===== src/rtl/t5_dwb_ctl.sv =====
// Data-side Wishbone sequencer for the tra5 barrel pipeline: X-stage load/store decode,
// byte-lane steering, one classic bus cycle per access, stall generation and fault reporting.
module t5_dwb_ctl #(
    parameter int XLEN = 32,
    parameter int TMO  = 15
) (
    input  logic            sclk,
    input  logic            srst,
    input  logic            ext_ena,
    input  logic            xvld,
    input  logic [6:2]      xopc,
    input  logic [14:12]    xfn3,
    input  logic [XLEN-1:0] xadr,
    input  logic [XLEN-1:0] xdat,
    input  logic [1:0]      xhart,
    input  logic            dwb_ack,
    input  logic [XLEN-1:0] dwb_dti,
    output logic [XLEN-1:0] dwb_adr,
    output logic [XLEN-1:0] dwb_dto,
    output logic [3:0]      dwb_sel,
    output logic            dwb_stb,
    output logic            dwb_cyc,
    output logic            dwb_wre,
    output logic            sena,
    output logic [3:0]      xsel,
    output logic            xstb,
    output logic            xwre,
    output logic [XLEN-1:0] mdti,
    output logic            fault,
    output logic [1:0]      fhart,
    output logic            fcause,
    output logic [1:0]      dbg_state
);

    // Wishbone handshake: a cycle is open while stb=cyc=1; the slave ends it with a
    // one-cycle dwb_ack; with no ack after TMO WAIT cycles the cycle is abandoned.
    typedef enum logic [1:0] {
        S_IDLE = 2'd0,
        S_WAIT = 2'd1,
        S_DONE = 2'd2
    } state_t;

    state_t          state;
    logic [7:0]      tmo_cnt;
    logic [1:0]      hart_q;
    logic            is_load;
    logic            is_store;
    logic            mem;
    logic            mis;
    logic [3:0]      lane_sel;
    logic [XLEN-1:0] lane_dto;
    logic            issue;
    logic            mis_fault;
    logic            stall;
    logic            tmo_hit;
    logic            unused_fn3;

    assign unused_fn3 = xfn3[14];
    assign is_load    = (xopc == 5'b00000);
    assign is_store   = (xopc == 5'b01000);
    assign mem        = xvld & (is_load | is_store);

    always_comb begin
        lane_sel = 4'h0;
        lane_dto = xdat;
        mis      = 1'b1;
        case (xfn3[13:12])
            2'b00: begin
                lane_sel = 4'b0001 << xadr[1:0];
                lane_dto = {4{xdat[7:0]}};
                mis      = 1'b0;
            end
            2'b01: begin
                lane_sel = xadr[1] ? 4'hC : 4'h3;
                lane_dto = {2{xdat[15:0]}};
                mis      = xadr[0];
            end
            2'b10: begin
                lane_sel = 4'hF;
                lane_dto = xdat;
                mis      = |xadr[1:0];
            end
            default: mis = 1'b1;
        endcase
    end

    assign issue     = mem & ~mis & ext_ena;
    assign mis_fault = mem & mis & ext_ena;
    assign tmo_hit   = (tmo_cnt == 8'(TMO - 1));
    assign stall     = ((state == S_IDLE) & issue) | (state == S_WAIT);
    assign sena      = ext_ena & ~stall;
    assign dbg_state = state;

    always_ff @(posedge sclk) begin
        if (srst) begin
            state   <= S_IDLE;
            tmo_cnt <= 8'd0;
            hart_q  <= 2'd0;
            dwb_adr <= '0;
            dwb_dto <= '0;
            dwb_sel <= 4'h0;
            dwb_stb <= 1'b0;
            dwb_cyc <= 1'b0;
            dwb_wre <= 1'b0;
            xsel    <= 4'h0;
            xstb    <= 1'b0;
            xwre    <= 1'b0;
            mdti    <= '0;
            fault   <= 1'b0;
            fhart   <= 2'd0;
            fcause  <= 1'b0;
        end else begin
            fault <= 1'b0;
            case (state)
                S_IDLE: begin
                    if (issue) begin
                        dwb_adr <= {xadr[XLEN-1:2], 2'b00};
                        dwb_sel <= lane_sel;
                        dwb_dto <= lane_dto;
                        dwb_wre <= is_store;
                        dwb_stb <= 1'b1;
                        dwb_cyc <= 1'b1;
                        tmo_cnt <= 8'd0;
                        hart_q  <= xhart;
                        state   <= S_WAIT;
                    end else if (mis_fault) begin
                        fault  <= 1'b1;
                        fcause <= 1'b0;
                        fhart  <= xhart;
                    end
                end
                S_WAIT: begin
                    if (dwb_ack) begin
                        mdti    <= dwb_dti;
                        xsel    <= dwb_sel;
                        xwre    <= dwb_wre;
                        dwb_stb <= 1'b0;
                        dwb_cyc <= 1'b0;
                        xstb    <= 1'b1;
                        state   <= S_DONE;
                    end else if (tmo_hit) begin
                        // Abandoned access: no data, back stage drops it on the fault pulse.
                        mdti    <= '0;
                        xsel    <= 4'h0;
                        xwre    <= 1'b0;
                        dwb_stb <= 1'b0;
                        dwb_cyc <= 1'b0;
                        fault   <= 1'b1;
                        fcause  <= 1'b1;
                        fhart   <= hart_q;
                        xstb    <= 1'b1;
                        state   <= S_DONE;
                    end else begin
                        tmo_cnt <= tmo_cnt + 8'd1;
                    end
                end
                S_DONE: begin
                    if (ext_ena) begin
                        xstb  <= 1'b0;
                        state <= S_IDLE;
                    end
                end
                default: state <= S_IDLE;
            endcase
        end
    end

endmodule


===== config.mk =====
export PLATFORM = sky130hd
export DESIGN_NAME = t5_dwb_ctl
export DESIGN_NICKNAME = d
export VERILOG_FILES = /design/src/rtl/t5_dwb_ctl.sv
export SDC_FILE = /design/constraint.sdc
export NUM_CORES = 1
export LEC_CHECK = 0
export CAP_MARGIN = 15
export CELL_PAD_IN_SITES_DETAIL_PLACEMENT = 2
export CELL_PAD_IN_SITES_GLOBAL_PLACEMENT = 2
export CORE_MARGIN = 8
export CORE_UTILIZATION = 22
export CTS_CLUSTER_SIZE = 12
export DETAILED_ROUTE_END_ITERATION = 8
export HOLD_SLACK_MARGIN = 0.05
export PLACE_DENSITY_LB_ADDON = 0.15
export SLEW_MARGIN = 5
export SYNTH_ARGS = -nofsm -noshare
export SYNTH_HDL_FRONTEND = slang
export SYNTH_SLANG_ARGS = --single-unit

===== constraint.sdc =====
create_clock -name sclk -period 2.4 [get_ports sclk]
set_clock_uncertainty 0.05 [all_clocks]
set_input_delay 0.6 -clock sclk [delete_from_list [all_inputs] [get_ports sclk]]
set_output_delay 0.6 -clock sclk [all_outputs]
set_load 0.02 [all_outputs]

==> metrics.cfg <==
[sta]
rsz0062_at_grt = false
max_slew_margin_pct = 53.5
fin_crit_sh_pct = 98.4
worst_pin_slew_ns = 0.697
timing.fmax_ghz = 0.424
drv_slew = 0
fin_ws_ns = 0.0387
period_minus_slack_ns = 2.36
hold_violations = 0
fin_tns_setup_ns = 0
setup_viol = 0

[yosys]
synthXorXnorAreaFrac_pct = 0.185
yosys_warnings = 0
synth_edf_count = 0
syn_inst = 530
synth-adder-area-share_pct = 0.528
synth_top_cells_by_area = dfxtp_1 52%, nand2_1 9.8%, a22o_1 6.8%, a21oi_1 6.4%, mux2i_1 3.8%
yosys-mux-area-fraction_pct = 3.80
synth-compound-area-share_pct = 21.5
async_flop_share_pct = 0
synth-seq-area-share_pct = 51.5
yosysTopAreaCell = dfxtp_1
synth_flop_cell = dfxtp_1
netlist_top_cells_count = 124 x nand2_1, 122 x dfxtp_1, 61 x a21oi_1
synth_cell_type_count = 49
syn_avg_cell_area_um2 = 8.95
synth_top_family_by_area = compound AO/OA/AOI/OAI gates
yosys.area_share.simple_pct = 17.7
yosysTopAreaCellShare_pct = 51.5
syn-cell-area_mm2 = 0.00474
synth-seq-cells = 122
synth_most_common_cell = nand2_1

[global_route]
grt_pass1_vias = 5402
antenna_found_initial = 1
grt_usage_pct = 15.5
grt-ovfl-total = 0
grt_pass1_wl_um = 31800
grt_max_degree = 61

[cells_and_area]
instances_no_fill = 1044
nNetsFinal = 869
n_antenna_cell = 0
area_growth_pct = 70.6
drive_gt1_share_pct = 10.1
finalCoreUtilization_pct = 38.4

[die]
io_pins = 227
die_h_um = 163
die_w_um = 163
initial_core_util_pct = 22.5
row_count = 53
dieArea_mm2 = 0.0265
core_area_mm2 = 0.0211

[detailed_routing]
vias = 4808
ant_nets = 0
wirelength_um = 20900
drt-pass1-iter-count = 5
viasPerCell = 4.61
drt-initial-drc-count = 96
wl_per_cell_um = 20.0
drc = 0

[setup_path]
crit_slowest_cell = nor4_4
crit_fanout = 2
cp-start-kind = primary input
worst-setup-path-type = in -> out
critPathCaptureType = output port
worst_path_largest_cell_delay_ns = 0.36
cp.arrival_ns = 1.71
cp_top_family = simple AND/OR/NAND/NOR gates
cp_data_required_time_ns = 1.75
worstPathBufferInverterCount = 2
cp_cell_sequence = dlygate4sd2_1 -> nor4_4 -> o2111ai_4 -> and3_4 -> buf_6

[cts]
cts_root_buffer = clkbuf_16
cts_num_sinks = 122
clockBufferDepth = 2
clkLatencyLatePin_ns = 0.42
cts_hold_buf = 0
cts_tree = yes
cts_htree_levels = 4
clkTransAtPathRegs_ns = 0.06
numCtsBuffers = 17

[power_and_ir_drop]
irDropWorstVdd_mv = 0.426
total_leakage_power_nw = 2.88
powerDensity_mw_per_mm2 = 634

[min_path]
worstHoldPathType = reg -> reg

[place]
dp_cells = 1010
place_hpwl_um = 15200
place_ws_ns = -0.718
port_buffers = 223
place_congestion = 0.786

[job]
drv_cap = 0

[run_status]
status = finished clean

metal layers:
layer  routed length [um]  share of wire, %  track usage [%]
met1                 8440                40             17.0
met2                10600                51             27.2
met3                 1590               7.6             6.24
met4                  269               1.3             4.38
met5                    9             0.043                0
tightest hold or removal path: stages, from the launching register on:
cell and delay, ns:
dfxtp_1 0.31, nand2_1 0.05, a21oi_1 0.05
final cells by class:
cell class,count,area [um^2]
clock buffer,17,425
clock inverter,15,189
fill,2302,13000
inverter,5,18.8
multi-input combinational,360,2140
sequential,122,2440
tap,275,344
timing repair buffer,250,2530
stage by stage:
stage	hold WS (ns)	total power, mW	cell area, um^2
2_1_floorplan	0.381	2.20	4750
3_3_place_gp	0.388	2.46	7430
3_5_place_dp	0.401	2.47	7430
4_1_cts	0.397	5.22	8070
5_1_grt	0.402	5.33	8090
6_report	0.403	5.13	8090
path summary, 6_finish.rpt:
kind / start / end / slack (ns) / depth (start not counted)
max: xopc[3] / sena / 0.04 / 5
min: dwb_dto[29]$_SDFFE_PP0P_ / dwb_dto[29]$_SDFFE_PP0P_ / 0.40 / 2
max reg2reg: tmo_cnt[1]$_SDFFE_PP0P_ / tmo_cnt[3]$_SDFFE_PP0P_ / 0.36 / 6
min reg2reg: dwb_dto[29]$_SDFFE_PP0P_ / dwb_dto[29]$_SDFFE_PP0P_ / 0.40 / 2
what timing repair did:
action / CTS / global route
resized for setup: 17 / 5
setup endpoints to repair: 2 / 2
pin swaps: 5 / 4
setup buffers: 2 / 0
layout by cell type, fill, tap and decap left out, types with 3 or more instances in the layout:
| master | netlist | layout |
|---|---|---|
| clkdlybuf4s50_1 | 0 | 212 |
| nand2_1 | 124 | 124 |
| dfxtp_1 | 122 | 122 |
| a21oi_1 | 61 | 59 |
| a22o_1 | 37 | 37 |
| nor2_1 | 21 | 21 |
| buf_4 | 4 | 20 |
| o21ai_0 | 20 | 19 |
| mux2i_1 | 18 | 18 |
| clkbuf_16 | 0 | 17 |
| nand3_1 | 10 | 10 |
| a211oi_1 | 10 | 10 |
| a311oi_1 | 9 | 9 |
| buf_12 | 0 | 8 |
| dlygate4sd2_1 | 0 | 7 |
| inv_1 | 5 | 5 |
| nand2b_1 | 4 | 4 |
| inv_6 | 0 | 4 |
| clkinv_4 | 0 | 4 |
| nand4b_1 | 3 | 3 |
| a31oi_1 | 3 | 3 |
| or3_1 | 3 | 3 |
| bufinv_16 | 0 | 3 |
registers in the layout (all words and copies together) (netlist names), 2 cells and up:
register	count
tmo_cnt	8
hart_q	2
dwb_sel	4
mdti	32
dbg_state	2
dwb_adr	30
dwb_dto	32
fhart	2
xsel	4
report_power, final:
group	switching (mW)	leakage, nW	internal [mW]
registers	0.00379	0.983	2.03
logic	0.168	1.60	0.220
clock network	1.05	0.301	1.66
total	1.22	2.88	3.91
cells by family (layout without fill, tap and decap cells):
logic type | Yosys count | in the layout
muxes | 18 | 18
AOI/OAI and AO/OA | 153 | 153
xor gates and xnor gates | 1 | 1
DFF | 122 | 122
other | 1 | 2
buffers and inverters | 49 | 287
adders and majority gates | 2 | 2
and+or+nand+nor | 184 | 184
No activity file was read; power rests on OpenSTA's default activity.
==> patch (config.mk and constraints unchanged) <==
Register the output `dbg_state` once more; this adds one clock of latency there. The other outputs are not delayed to match.
--- a/src/rtl/t5_dwb_ctl.sv
+++ b/src/rtl/t5_dwb_ctl.sv
@@ -91,3 +91,5 @@
     assign sena      = ext_ena & ~stall;
-    assign dbg_state = state;
+    always_ff @(posedge sclk) begin
+        dbg_state <= state;
+    end
 
Behaviour: not the same (a bounded check fails within 4 cycles, from zero or initial values and one cycle with srst high).
==> patch against the unedited design <==
Power grew 2.3%; critical path type unchanged; sequential cell count is 2 higher; die area grew 1.2%; setup slack better by 0.043 ns; wire length decreased by 2.7%; global-route usage fell by 0.57 points; maximum frequency is 1.9% higher; largest cell class is now registers; area after synthesis rose by 1.3%; design area down 0.14%.
==> patch: results (changes against the unedited design) <==
* # port buffers at 223 (unchanged)
* Slew @ Worst Pin at 0.686 ns (-0.0106 ns)
* Hold depth at 2 (unchanged)
* Critical Path AT at 1.67 ns (-0.04 ns)
* DRT iter0 DRCs at 147 (+53%)
* Asr flop ratio synth at 0% (unchanged)
* Max incr delay on CP at 0.36 ns (about the same)
* YS warnings at 0 (unchanged)
* Clk slew on worst S/H paths at 0.06 ns (about the same)
* Largest net degree at the start of global routing at 59 (-3.3%)
* Drt first pass iters at 4 (-1)
* Deepest clock path buffer count at 2 (unchanged)
* Share of cells above drive strength 1 at 9.73% (-0.42 points)
* FILL cells at 2378 (+3.3%)
* Placer Congestion at 0.772 (-1.8%)
* LEAKAGE at 2.87 nW (-0.45%)
* Number of synthesized flops with an enable pin at 0 (unchanged)
* First-pass GRT wire length at 31200 µm (-2.0%)
* Pre-CTS setup slack at -0.632 ns (+0.0857 ns)
* Worst skew pair latency at roughly 0.41 ns
* Hold/Removal Path Class: flop to flop
* Worst r2r path cells at 6 (unchanged)
* Antenna violations before repair at 2 (+1)
* Final HPWL DP at 15100 µm (-0.75%)
* FF-to-FF End: tmo_cnt[4]$_SDFFE_PP0P_
* Worst ir drop on vdd at 0.000395 V (-7.3%)
* Status: complete, no violations
* Vias in the first global route at 5493 (+1.7%)
* Most frequent cells after synthesis: nand2_1, dfxtp_1, a21oi_1
* CP max FO at 2 (unchanged)
* Reg2Reg Setup Slack at 0.35 ns
* Ant. Diodes at 0 (unchanged)
* Detailed-route via count at 4819 (+0.23%)
* Slowest cell on crit path: nor4_4
* Yosys cell types at 52 (+6.1%)
* Most common flop cell mapped by yosys: dfxtp_1
* Largest cells by area after synthesis: dfxtp_1, nand2_1, a22o_1, a21oi_1, mux2i_1
* Hold Path Origin: dwb_adr[28]$_SDFFE_PP0P_
* Drt total wl at 20300 µm (-2.7%)
* Critical register-to-register path startpoint: tmo_cnt[1]$_SDFFE_PP0P_
* All-layer global routing usage at 14.9% (-0.57 points)
* Register area share after synthesis at 51.7% (+0.15 points)
* Min-Delay Endpoint: dwb_adr[28]$_SDFFE_PP0P_
* TritonCTS buffer count at 17 (unchanged)
* Nets at 871 (+0.23%)
* Htree depth at 4 (unchanged)
* Root buffer cell: clkbuf_16
* Top flop regs: dwb_dto x32, mdti x32, dwb_adr x30
## patch: where the power goes
group          switching (mW)  internal, mW
Clock                    1.03          1.77
Sequential            0.00402          2.07
Combinational           0.162         0.215
Total                    1.19          4.05
## patch: logic make-up (layout without fill, tap and decap cells)
kind of cell             Yosys count  count (layout)  synth area share [%]
buffers and inverters             45             287                  4.89
AND/OR/NAND/NOR                  185             185                  17.4
multiplexers                      18              18                  3.75
AO/OA/AOI/OAI                    152             152                  21.5
other                              1               2                0.0780
adder cells (fa/ha/maj)            2               2                 0.521
flip-flops                       124             124                  51.7
XOR/XNOR                           1               1                 0.182
## patch: routing by layer
layer	track usage [%]	vias to the layer above	routed length (µm)
met5	0	-	27
met4	4.46	4	303
met3	5.66	20	1440
met2	27.8	120	10800
met1	15.2	2357	7800
li1	-	2318	-
## patch: timing repair
| action | in CTS | in global routing |
|---|---|---|
| setup endpoints to repair | 1 | 1 |
| buffers inserted | 0 | 0 |
| pin swaps | 4 | 2 |
| gates resized for setup | 17 | 1 |
| cloned | 0 | 0 |
## patch: layout make-up
class                           instances  area [µm²]  area share [%]
Multi-Input combinational cell        360        2120            26.2
Clock buffer                           18         429            5.31
Sequential cell                       124        2480            30.7
Inverter                                3        11.3           0.139
Clock inverter                         14         209            2.59
Tap cell                              280         350            4.34
Timing Repair Buffer                  252        2480            30.7
## patch: critical path: cells and delay by family
kind            cells  cell delay [ns]
simple gates        2             0.54
buf+inv             2             0.38
compound gates      1             0.14
## patch: worst max path at each step
stage | start | to | slack [ns] | depth (start not counted)
6_report | xopc[6] | sena | 0.08 | 5
5_1_grt | xopc[6] | sena | 0.04 | 5
4_1_cts | xopc[3] | sena | 0.009 | 5
3_5_place_dp | xfn3[12] | sena | -0.63 | 6
3_3_place_gp | xfn3[12] | sena | -0.61 | 6
2_1_floorplan | xopc[3] | sena | 0.21 | 4
## patch: per-stage QoR
| stage | hold slack, ns | setup TNS (ns) | cell area (µm²) | cells |
|---|---|---|---|---|
| final | 0.406 | 0 | 8080 | 1051 |
| after global routing | 0.428 | 0 | 8080 | 1051 |
| after CTS | 0.412 | 0 | 8080 | 1051 |
| after detailed placement | 0.404 | -16.26 | 7440 | 1019 |
| after global placement | 0.390 | -11.93 | 7440 | 1019 |
| after floorplan | 0.339 | 0 | 4810 | 529 |
